## src/rtl/night_cycle_pkg.sv

```systemverilog
// Shared types and constants for the day/night colour sequencer.
// Optional moon phase counter is enabled by NIGHT_CYCLE_MOON_EN.
package night_cycle_pkg;

  typedef enum logic [1:0] {
    DAY,
    FADE_IN,
    NIGHT,
    FADE_OUT
  } night_state_t;

  localparam int NIGHT_RATE_W = 8;
  localparam int MOON_PHASES  = 7;

endpackage

```

## src/rtl/night_cycle_controller_stepper.sv

```systemverilog
// Saturating one-frame step of the night rate, up toward max or down to 0.
// Purely combinational; the 9-bit sum keeps the up-step from wrapping.
module night_rate_stepper
  import night_cycle_pkg::*;
(
  input  logic [NIGHT_RATE_W-1:0] rate,
  input  logic [NIGHT_RATE_W-1:0] step,
  input  logic [NIGHT_RATE_W-1:0] max_rate,
  input  logic                    dir_up,
  output logic [NIGHT_RATE_W-1:0] next_rate
);

  logic [NIGHT_RATE_W:0] sum;

  always_comb begin
    sum = {1'b0, rate} + {1'b0, step};
    if (dir_up) begin
      next_rate = (sum > {1'b0, max_rate}) ? max_rate
                                           : sum[NIGHT_RATE_W-1:0];
    end else begin
      next_rate = (rate <= step) ? '0 : rate - step;
    end
  end

endmodule

```

## src/rtl/night_cycle_controller.sv

```systemverilog
// Day/night sequencer driving the palette night_rate once per frame.
// Define NIGHT_CYCLE_MOON_EN to add the moon_phase output and register.
module night_cycle_controller
  import night_cycle_pkg::*;
#(
  parameter int MAX_NIGHT_RATE    = 255,
  parameter int FADE_STEP         = 5,
  parameter int NIGHT_HOLD_FRAMES = 600
) (
  input  logic       clk,
  input  logic       rst_n,
  input  logic       frame_start,
  input  logic       run,
  input  logic       restart,
  input  logic       trigger,
  output logic [7:0] night_rate,
  output logic       is_night,
  output logic       fading
`ifdef NIGHT_CYCLE_MOON_EN
  ,
  output logic [2:0] moon_phase
`endif
);

  localparam int HOLD_W = $clog2(NIGHT_HOLD_FRAMES + 1);

  localparam logic [NIGHT_RATE_W-1:0] MAX_R =
    NIGHT_RATE_W'(MAX_NIGHT_RATE);
  localparam logic [NIGHT_RATE_W-1:0] STEP_R =
    NIGHT_RATE_W'(FADE_STEP);
  localparam logic [HOLD_W-1:0] HOLD_LAST =
    HOLD_W'(NIGHT_HOLD_FRAMES - 1);

  night_state_t            state_d, state_q;
  logic [NIGHT_RATE_W-1:0] rate_d, rate_q;
  logic [HOLD_W-1:0]       hold_d, hold_q;
  logic                    pending_d, pending_q;
  logic                    is_night_d, is_night_q;
  logic                    fading_d, fading_q;
  logic [NIGHT_RATE_W-1:0] rate_step;
  logic                    step_up;
  logic                    advance;

  assign step_up = (state_q != FADE_OUT);
  assign advance = run && frame_start;

  night_rate_stepper u_stepper (
    .rate      (rate_q),
    .step      (STEP_R),
    .max_rate  (MAX_R),
    .dir_up    (step_up),
    .next_rate (rate_step)
  );

  always_comb begin
    state_d   = state_q;
    rate_d    = rate_q;
    hold_d    = hold_q;
    pending_d = pending_q;
    if (restart) begin
      state_d   = DAY;
      rate_d    = '0;
      hold_d    = '0;
      pending_d = 1'b0;
    end else if (run) begin
      unique case (state_q)
        DAY: begin
          if (trigger) pending_d = 1'b1;
          if (frame_start && (pending_q || trigger)) begin
            state_d   = FADE_IN;
            rate_d    = rate_step;
            pending_d = 1'b0;
          end
        end
        FADE_IN: begin
          if (advance) begin
            rate_d = rate_step;
            if (rate_step == MAX_R) begin
              state_d = NIGHT;
              hold_d  = '0;
            end
          end
        end
        NIGHT: begin
          if (advance) begin
            hold_d = hold_q + 1'b1;
            if (hold_q == HOLD_LAST) state_d = FADE_OUT;
          end
        end
        FADE_OUT: begin
          if (advance) begin
            rate_d = rate_step;
            if (rate_step == '0) state_d = DAY;
          end
        end
      endcase
    end
    is_night_d = (state_d == NIGHT);
    fading_d   = (state_d == FADE_IN) || (state_d == FADE_OUT);
  end

  always_ff @(posedge clk) begin
    if (!rst_n) begin
      state_q    <= DAY;
      rate_q     <= '0;
      hold_q     <= '0;
      pending_q  <= 1'b0;
      is_night_q <= 1'b0;
      fading_q   <= 1'b0;
    end else begin
      state_q    <= state_d;
      rate_q     <= rate_d;
      hold_q     <= hold_d;
      pending_q  <= pending_d;
      is_night_q <= is_night_d;
      fading_q   <= fading_d;
    end
  end

  assign night_rate = rate_q;
  assign is_night   = is_night_q;
  assign fading     = fading_q;

`ifdef NIGHT_CYCLE_MOON_EN
  logic       enter_night;
  logic [2:0] moon_d, moon_q;

  assign enter_night = (state_q == FADE_IN) && (state_d == NIGHT);

  // restart deliberately leaves the phase alone
  always_comb begin
    moon_d = moon_q;
    if (enter_night) begin
      moon_d = (moon_q == 3'(MOON_PHASES - 1)) ? '0 : moon_q + 3'd1;
    end
  end

  always_ff @(posedge clk) begin
    if (!rst_n) moon_q <= '0;
    else        moon_q <= moon_d;
  end

  assign moon_phase = moon_q;
`endif

endmodule

```

## config.mk

```make
export PLATFORM = sky130hd
export DESIGN_NAME = night_cycle_controller
export DESIGN_NICKNAME = d
export VERILOG_FILES = /design/src/rtl/night_cycle_pkg.sv /design/src/rtl/night_cycle_controller_stepper.sv /design/src/rtl/night_cycle_controller.sv
export SDC_FILE = /design/constraint.sdc
export NUM_CORES = 1
export LEC_CHECK = 0
export CORE_ASPECT_RATIO = 1.1
export CORE_UTILIZATION = 28
export DETAILED_ROUTE_END_ITERATION = 12
export GPL_TIMING_DRIVEN = 0
export MAX_ROUTING_LAYER = met4
export PLACE_DENSITY = 0.51
export SYNTH_ARGS = -nofsm -noshare
export SYNTH_HDL_FRONTEND = slang
export SYNTH_SLANG_ARGS = --single-unit
```

## constraint.sdc

```tcl
create_clock -name clk -period 4.9 [get_ports clk]
set_input_delay 0.98 -clock clk [delete_from_list [all_inputs] [get_ports clk]]
set_output_delay 0.98 -clock clk [all_outputs]
set_load 0.02 [all_outputs]
```

* Word-level counts from Yosys, hierarchy flattened
Index checks and enable logic that the tools add are counted.
Widths: inputs -> output; s select.
** Storage, ports and cells
- Logic and storage cells :: 62
- Register bits after elaboration :: 23
- Output and inout bits :: 10
- Bits of input ports :: 6
** Cells by class
- Mux-type cells :: 22
- Add/sub/neg operators :: 3
- $lt $le $gt $ge :: 2
- Bitwise gates (word level) :: 1
- Reduce and logical (&&, ||, !) cells :: 14
- Eq/ne operators :: 14
** Operator list (count)
- $mux 8 :: 5
- $mux 10 :: 3
- $pmux 10 s2 :: 1
- $mux 2 :: 9
- $pmux 8 s2 :: 1
- $add 10x1->10 const B :: 1
- $eq 10x10->1 const B :: 1
- $ne 2x2->1 const B :: 5
- $add 8x3->9 const B :: 1
- $gt 9x8->1 const B :: 1
- $eq 2x2->1 const B :: 4
- $eq 8x8->1 const B :: 1
- $le 8x3->1 const B :: 1
- $logic_not 8->1 :: 1
- $pmux 2 s4 :: 1
- $sub 8x3->8 const B :: 1
- $reduce_bool 2->1 :: 3
- $reduce_and 5->1 :: 1
- $eq 2x1->1 const B :: 2
- $reduce_and 4->1 :: 1
- $reduce_or 2->1 :: 2
- $reduce_and 3->1 :: 1
- $logic_and 1x1->1 :: 2
- $logic_not 2->1 :: 1
- 4 further kinds :: 6

* Logic depth before layout (Yosys ltp)
Gate-level depths: netlist of the first run.
- Depth in word-level cells :: 12
- Gate-level depth with buffers :: 12
- Gate-level depth less buffers :: 10

* Modules after synthesis
A second synthesis of the first run with hierarchy kept.
** Second synthesis, totals
- Cell total of the unflattened synthesis :: 278
- Area total of the unflattened synthesis :: 2347.3 um^2
** By module, submodules not included
- night_rate_stepper :: times used 1, seq. area each 0.0 um^2, area an instance 1182.4 um^2, cells each 154
- night_cycle_controller :: times used 1, seq. area each 440.4 um^2, area an instance 1164.9 um^2, cells each 124

* Least setup slack after synthesis of the first run
Ideal clock, no wire load.
- Kind :: register to register
- Start point :: register rate_q[0], in the netlist night_rate[0]
- End point :: register hold_q[6]
- Buffers on the path :: 0
- Slack :: 1762 ps
- Stages on the path, launching flop included :: 11
- Data arrival time :: 3068 ps
- Clock period less this slack :: 3138 ps
- Setup time :: 70 ps
- Data required time :: 4830 ps
- Cell sequence :: dfxtp_1 > inv_1 > ha_1 > nor3b_1 > or4b_4 > nand3_2 > o211ai_4 > nor4_4 > a21oi_2 > or4_1 > a21oi_1
** On the way
- Longest elaborated chain between the ends :: 7
- Elaborated cells between the ends (all ways) :: 10
- Those cells by class :: 2 x add/sub; 2 x order compare; 2 x eq/ne; 3 x mux; 1 x reduce/logical
** RTL lines
- from (decl) :: RTL line night_cycle_controller.sv:35 : logic [NIGHT_RATE_W-1:0] rate_d, rate_q;
- from (signal assigned) :: RTL line night_cycle_controller.sv:112 : rate_q <= rate_d;
- $add 8x3->9 :: RTL line night_cycle_controller_stepper.sv:16 : sum = {1'b0, rate} + {1'b0, step};
- $gt 9x8->1 :: RTL line night_cycle_controller_stepper.sv:18 : next_rate = (sum > {1'b0, max_rate}) ? max_rate
- $mux 8 :: RTL line night_cycle_controller_stepper.sv:18
- $mux 8 (*) :: RTL line night_cycle_controller_stepper.sv:17 : if (dir_up) begin
- $eq 8x8->1 (*) :: RTL line night_cycle_controller.sv:78 : if (rate_step == MAX_R) begin
- $ne 2x2->1 (no source line) (*)
- $reduce_and 5->1 (no source line) (*)
- to (signal assigned) :: RTL line night_cycle_controller.sv:113 : hold_q <= hold_d;
- to (decl) :: RTL line night_cycle_controller.sv:36 : logic [HOLD_W-1:0] hold_d, hold_q;
Every way passes the cells marked *; elsewhere a longest branch is shown, timed or not.
A chain may end at the register's enable or synchronous reset.

* Final worst setup path of the first run
- Start point :: register rate_q[0], in the netlist night_rate[0]
- End point :: register hold_q[8]
Same word-level chain as after synthesis.

==> results of run 1 <==
## sequential cells by signal, indices dropped and copies added, names as in the netlist
| name | cells |
|---|---|
| pending_q | 1 |
| hold_q | 10 |
| night_rate | 8 |
| is_night | 1 |
| fading | 1 |
| state_q | 1 |
## layer usage
layer	track usage [%]	wire length [um]
met1	20.99	2252
met2	26.36	2311
met3	1.319	149
met4	5.245	79
met5	-	0
## logic make-up after synthesis
kind of cell               after synthesis
AOI/OAI and AO/OA                       76
adders and majority gates                5
and+or+nand+nor                         90
xor gates and xnor gates                 5
muxes                                    2
buffers and inverters                   22
DFF                                     22
## area by class of cell
type | instances | area (um^2) | area share, %
Inverter | 6 | 22.52 | 1.141
Multi-Input combinational cell | 178 | 1147 | 58.11
Buffer | 16 | 76.32 | 3.866
Clock buffer | 3 | 41.29 | 2.091
Timing Repair Buffer | 15 | 150.1 | 7.605
Tap cell | 77 | 96.34 | 4.880
Sequential cell | 22 | 440.4 | 22.31
## synthesized netlist by cell type, types with 4 or more instances
cell,instances
nand2b_1,4
clkbuf_1,12
a211oi_1,5
o21ai_0,12
nand4_1,8
or4_1,4
a21oi_1,20
o21ai_1,6
a31oi_1,4
dfxtp_1,22
ha_1,5
nand3_1,7
inv_1,6
or3_1,9
nand2_1,16
nor2_1,15
nor3_1,5
o31ai_1,4
## worst max path at each step
stage / from / slack (ns) / cells past startpoint / to
2_1_floorplan: night_rate[0]$_SDFFE_PP0P_ / 1.76 / 10 / hold_q[6]$_SDFFE_PP0P_
3_3_place_gp: night_rate[0]$_SDFFE_PP0P_ / 1.40 / 10 / hold_q[6]$_SDFFE_PP0P_
3_5_place_dp: night_rate[0]$_SDFFE_PP0P_ / 1.42 / 10 / hold_q[8]$_SDFFE_PP0P_
4_1_cts: night_rate[0]$_SDFFE_PP0P_ / 1.37 / 10 / hold_q[8]$_SDFFE_PP0P_
5_1_grt: night_rate[0]$_SDFFE_PP0P_ / 1.07 / 10 / hold_q[8]$_SDFFE_PP0P_
6_report: night_rate[0]$_SDFFE_PP0P_ / 1.33 / 10 / hold_q[8]$_SDFFE_PP0P_
## through the flow
step	instances	util (%)	instance area (um^2)	total power, mW	worst slack (ns)
after CTS	317	34.01	1974	0.3439	1.366
after global placement	314	33.30	1933	0.2305	1.399
after detailed placement	314	33.30	1933	0.2308	1.418
after global routing	317	34.01	1974	0.3557	1.066
after floorplan	222	-	1687	0.2140	1.762
final	317	34.01	1974	0.3384	1.333
## power by group
group	leakage, nW	internal, mW	switching [mW]	total (mW)
registers	0.178	0.180	0.00238	0.183
clock network	0.0216	0.0549	0.0568	0.112
logic	0.438	0.0176	0.0263	0.0439
## worst max-delay path, stage by stage (launching register included)
cell and delay (ns):
dfxtp_1 0.56, inv_1 0.17, ha_1 0.30, nor3b_1 0.47, o31ai_1 0.29, a21oi_1 0.37
o211ai_4 0.11, nor4_4 0.38, a21oi_2 0.16, or4_1 0.52, a21oi_1 0.16
==> impl_metrics.ini, run 1 <==
[floorplanning]
die_h_um = 83.40
core_region_area_um2 = 5806
placementRows = 29
die_width_um = 76
floorplan.die_area_um2 = 6338
ioPinCount = 16
start_util_pct = 29.05

[placement]
portBuffers = 15
place_hpwl_mm = 3.563
finalWeightedCongestion = 0.8264

[detailed_routing]
drt-vias-per-instance = 5.527
detail_route.first_pass.iterations = 4
route.detailed.wl_per_inst_um = 15.12
routed-via-count = 1752
drc_errors = 0
final_routed_wirelength_mm = 4.792
initialDrtViolationCount = 89
route.antenna.remaining_nets = 0

[final_layout]
fill_cells = 667
diodes = 0
drive_gt1_share_pct = 6.250
area.growth.synth_to_final_pct = 17.06
final_nets = 253
final_cell_mix = dfxtp_1 (22), a21oi_1 (20), nand2_1 (16)
commonest_non_fill_non_tap_cell_in_the_layout = dfxtp_1

[sta]
finalHoldViolations = 0
min_period_ns = 3.567
tns_ns = 0
final_report_max_slew_violation_count = 0
worst-slew-pin-transition_ns = 0.7477
grt_setup_unrepaired = false
worst_slew_margin_rel_pct = 48.86
achievable-frequency_mhz = 280.3
finalSetupViolations = 0
clock-skew-final_ns = 0.005819
worst_hold_slack_ns = 0.4981
timing.final.crit_share_pct = 72.80

[yosys]
synth_cells = 222
dominantRegCellSynth = dfxtp_1
synth-xor-area-share_pct = 2.596
synth_area_leaders = dfxtp_1 (26%), a21oi_1 (5.9%), ha_1 (3.7%)
synthesis.yosys.warnings = 0
synth_edf_count = 0
synth.avg_cell_area_um2 = 7.597
flip_flop_and_latch_count_after_synthesis = 22
synth.cell_area_um2 = 1687
synth-compound-area-share_pct = 29.90
netlist-cell-type-count = 54
post_synth_mux_area_share_pct = 1.187
synthDominantCellAreaShare_pct = 26.11
syn_nets = 233
synth_top_family_by_area = simple AND/OR/NAND/NOR gates
synth_adder_area_share_pct = 3.709
synth_top_area_cell = dfxtp_1
synth_sequential_area_ratio_pct = 26.11
post_synth_and_or_nand_nor_area_fraction_pct = 30.64
synthArstFlopShare_pct = 0

[pwr]
cellPowerDensity_nw_per_um2 = 171.4
total_leakage_power_nw = 0.6375
ir_drop_v = 0.00007033

[status]
outcome = complete, no violations

[worst_hold_path]
worstHoldPathType = reg -> reg
worstHoldStart = hold_q[9]$_SDFFE_PP0P_
hold_end = hold_q[9]$_SDFFE_PP0P_
whs_path_depth = 2

[worst_setup_path]
critPathMaxFanout = 10
crit_required_ns = 5.10
critical_path.reg2reg.endpoint = hold_q[8]$_SDFFE_PP0P_
worst-r2r-cell-count = 10
worst-setup-path-type = reg -> reg
worstReg2RegStart = night_rate[0]$_SDFFE_PP0P_
setup.reg_to_reg.worst_slack_ns = 1.33
setup.worst_path.start_class = flop
cp-end-kind = flop
critPathArrivalTime_ns = 3.76

[clocking]
cts_hold_buf = 0
post_cts_gate_resize_count = 0
cts-htree-levels = 1
ctsLongestPathBuffers = 2
cts.root.buffer_cell = clkbuf_8
clkLatencyLatePin_ns = 0.26
cts.repair_timing.setup_buffer_count = 0
cts_buffers = 3
clock_sink_count = 22
cts_tree = yes
cts.clk_slew.worst_paths_ns = 0.08

[global_routing]
antenna_found_initial = 0
globalRouteOverflowTotal = 0
number_of_global_route_vias_before_repair = 1652
grt_start_max_net_pins = 12
track_usage_pct = 16.11
wire_length_of_the_first_global_routing_pass_mm = 8.059

[run]
cap_viol_max_count = 0
Power figures use the tool's default switching activity.
==> run 2, diff against run 1 <==
--- a/config.mk
+++ b/config.mk
@@ -10,7 +10,7 @@
 export DETAILED_ROUTE_END_ITERATION = 12
 export GPL_TIMING_DRIVEN = 0
 export MAX_ROUTING_LAYER = met4
-export PLACE_DENSITY = 0.51
+export PLACE_DENSITY = 0.52
 export SYNTH_ARGS = -nofsm -noshare
 export SYNTH_HDL_FRONTEND = slang
 export SYNTH_SLANG_ARGS = --single-unit
==> constraint.sdc (replaced) <==
create_clock -name clk -period 2.9 [get_ports clk]
set_input_delay 0.58 -clock clk [delete_from_list [all_inputs] [get_ports clk]]
set_output_delay 0.58 -clock clk [all_outputs]
set_load 0.02 [all_outputs]
==> run 2 against run 1 <==
Against the previous run:
- maximum frequency up 25%
- clock power is 100% higher
- core utilization rose by 5.6 points
- non-clock buffer count rose by 13
- first-iteration DRC count grew 2.2%
- critical path depth decreased by 1
- count of clock-buffer cells in the layout up 1
- sequential share of layout area shrank 2.3 points
- critical path type unchanged
- critical endpoint is now hold_q[6]$_SDFFE_PP0P_
- largest power group unchanged
==> impl_metrics.ini, run 2 (same netlist as run 1, synthesis figures left out) <==
[pwr]
internal_power_mw = 0.4653
comb_power_share_pct = 14.9
switching_power_mw = 0.1603
cellPowerDensity_nw_per_um2 = 272.2
ir_drop_v = 0.0001431
total_leakage_power_nw = 0.7603
share_seq_of_total_power_pct = 48.9
power.share.clock_pct = 36.2
power.share.switching_pct = 25.63

[global_routing]
number_of_global_route_vias_before_repair = 1697
antenna_found_initial = 0
wire_length_of_the_first_global_routing_pass_mm = 8.093
track_usage_pct = 16.34
globalRouteOverflowTotal = 0
grt_start_max_net_pins = 13

[floorplanning]
die_h_um = 83.40
start_util_pct = 29.05
core_region_area_um2 = 5806
die_width_um = 76
placementRows = 29
floorplan.die_area_um2 = 6338
ioPinCount = 16

[clocking]
cts_hold_buf = 0
cts.clk_slew.worst_paths_ns = 0.08
clock_sink_count = 22
cts.root.buffer_cell = clkbuf_8
ctsLongestPathBuffers = 2
cts_buffers = 3
cts-htree-levels = 1
clkLatencyLatePin_ns = 0.27
cts_tree = yes

[sta]
min_period_ns = 2.850
grt_setup_unrepaired = true
worst-slew-pin-transition_ns = 0.5818
final_report_max_slew_violation_count = 0
worst_slew_margin_rel_pct = 60.92
finalSetupViolations = 0
clock-skew-final_ns = 0.005173
achievable-frequency_mhz = 350.9
timing.final.crit_share_pct = 98.28
finalHoldViolations = 0

[detailed_routing]
drt-vias-per-instance = 5.474
routed-via-count = 1812
initialDrtViolationCount = 91
highest_layer = met4
route.detailed.wl_per_inst_um = 15.24
route.antenna.remaining_nets = 0
detailroute.wirelength.met3_um = 209
drc_errors = 0
final_routed_wirelength_mm = 5.045
detail_route.first_pass.iterations = 4
met2_routed_wl_mm = 2.440
m1_wire_length_mm = 2.199

[worst_hold_path]
hold_end = hold_q[1]$_SDFFE_PP0P_
worstHoldStart = hold_q[1]$_SDFFE_PP0P_
worstHoldPathType = reg -> reg
whs_path_depth = 2

[final_layout]
finish.utilization_pct = 39.59
fill_cells = 610
final_cell_mix = a21oi_1 (17), nand2_1 (16)
largest_reg_flops = 10
area.growth.synth_to_final_pct = 36.28
commonest_non_fill_non_tap_cell_in_the_layout = a21oi_1
diodes = 0
finalNonFillerCells = 331
drive_gt1_share_pct = 25.59
final_nets = 266
max_flop_register = hold_q

[worst_setup_path]
critPathBufInv = 1
critPathArrivalTime_ns = 3.05
worst-setup-path-type = reg -> reg
cpPeakStageDelay_ns = 0.53
critPathMaxFanout = 6
worst-r2r-cell-count = 9
worstReg2RegStart = night_rate[4]$_SDFFE_PP0P_
timing.critical_path.max_delay_family = simple AND/OR/NAND/NOR gates
cp-end-kind = flop
worstSetupPathDepth = 9
crit_required_ns = 3.10
cp_slowest_cell = or4_4
setup.worst_path.start_class = flop
chain_of_cells_forming_the_critical_path = or4_4, buf_6, or4b_4, nand3_4, o211ai_4, nor4_4, a21oi_4, or4_1, a21oi_1
setup.reg_to_reg.worst_slack_ns = 0.05
critical_path.reg2reg.endpoint = hold_q[6]$_SDFFE_PP0P_

[placement]
portBuffers = 15
finalWeightedCongestion = 0.8362
placed_cells_incl_taps = 314
place_hpwl_mm = 3.491

[status]
outcome = complete, no violations

[run]
cap_viol_max_count = 0
## run 2: changes by cell type in the layout (fill, tap and decap cells not counted), moves of 3 or more
| cell | change |
|---|---|
| dfxtp_1 | -7 |
| dfxtp_4 | +4 |
| clkbuf_2 | +5 |
| buf_4 | +15 |
| clkbuf_1 | -9 |
| dfxtp_2 | +3 |
| a21oi_1 | -3 |
## run 2: worst max path at each step
stage | start | to | slack (ns)
floorplan | night_rate[5]$_SDFFE_PP0P_ | hold_q[6]$_SDFFE_PP0P_ | 0.02
global placement | state_q[1]$_SDFF_PN0_ | hold_q[6]$_SDFFE_PP0P_ | -0.45
detailed placement | state_q[1]$_SDFF_PN0_ | hold_q[8]$_SDFFE_PP0P_ | -0.47
CTS | night_rate[4]$_SDFFE_PP0P_ | hold_q[6]$_SDFFE_PP0P_ | -0.09
global route | night_rate[7]$_SDFFE_PP0P_ | hold_q[6]$_SDFFE_PP0P_ | -0.04
finish | night_rate[4]$_SDFFE_PP0P_ | hold_q[6]$_SDFFE_PP0P_ | 0.05
## run 2: timing repair
action,CTS,global route
resized for setup,26,31
cloned,1,0
setup buffers,8,8
setup endpoints to repair,13,11
pin swaps,18,7
## run 2: routing by layer
metal / vias to the layer above / global-route usage (%)
li1: 902 / -
met1: 835 / 18.82
met2: 57 / 28.26
met3: 18 / 1.978
met4: 0 / 7.517
met5: - / -
## run 2: per-stage QoR
| stage | hold WS, ns | power (mW) | setup WS, ns | area (um^2) | setup TNS [ns] |
|---|---|---|---|---|---|
| final | 0.4932 | 0.6256 | 0.04993 | 2298 | 0 |
| after detailed placement | 0.4826 | 0.3894 | -0.4675 | 1936 | -3.523 |
| after CTS | 0.4943 | 0.6217 | -0.08710 | 2145 | -0.2919 |
| after floorplan | 0.4582 | 0.3618 | 0.02134 | 1689 | 0 |
| after global routing | 0.5408 | 0.6567 | -0.03933 | 2298 | -0.1490 |
| after global placement | 0.4793 | 0.3897 | -0.4471 | 1936 | -3.705 |
## run 2: cell type report
cell class | instances | area [um^2] | share of cell area, %
multi-input cells | 178 | 1305 | 56.78
repair buffers | 32 | 285.3 | 12.41
inverters | 6 | 27.53 | 1.198
flip-flops and latches | 22 | 459.2 | 19.98
plain buffers | 12 | 70.07 | 3.048
well taps | 77 | 96.34 | 4.192
clock buffers | 4 | 55.05 | 2.395
## run 2: worst min-delay path, cell delays in order (launching register included)
cell and delay [ns]:
dfxtp_1 0.34, nand2_1 0.06, a21oi_1 0.05
## run 2: power by group through the flow
| stage | Combinational (mW) | Sequential, mW | Clock, mW |
|---|---|---|---|
| floorplan | 0.0436 | 0.318 | 0 |
| global placement | 0.0734 | 0.316 | 0 |
| detailed placement | 0.0732 | 0.316 | 0 |
| CTS | 0.0831 | 0.307 | 0.232 |
| global route | 0.101 | 0.307 | 0.249 |
| finish | 0.0934 | 0.306 | 0.226 |
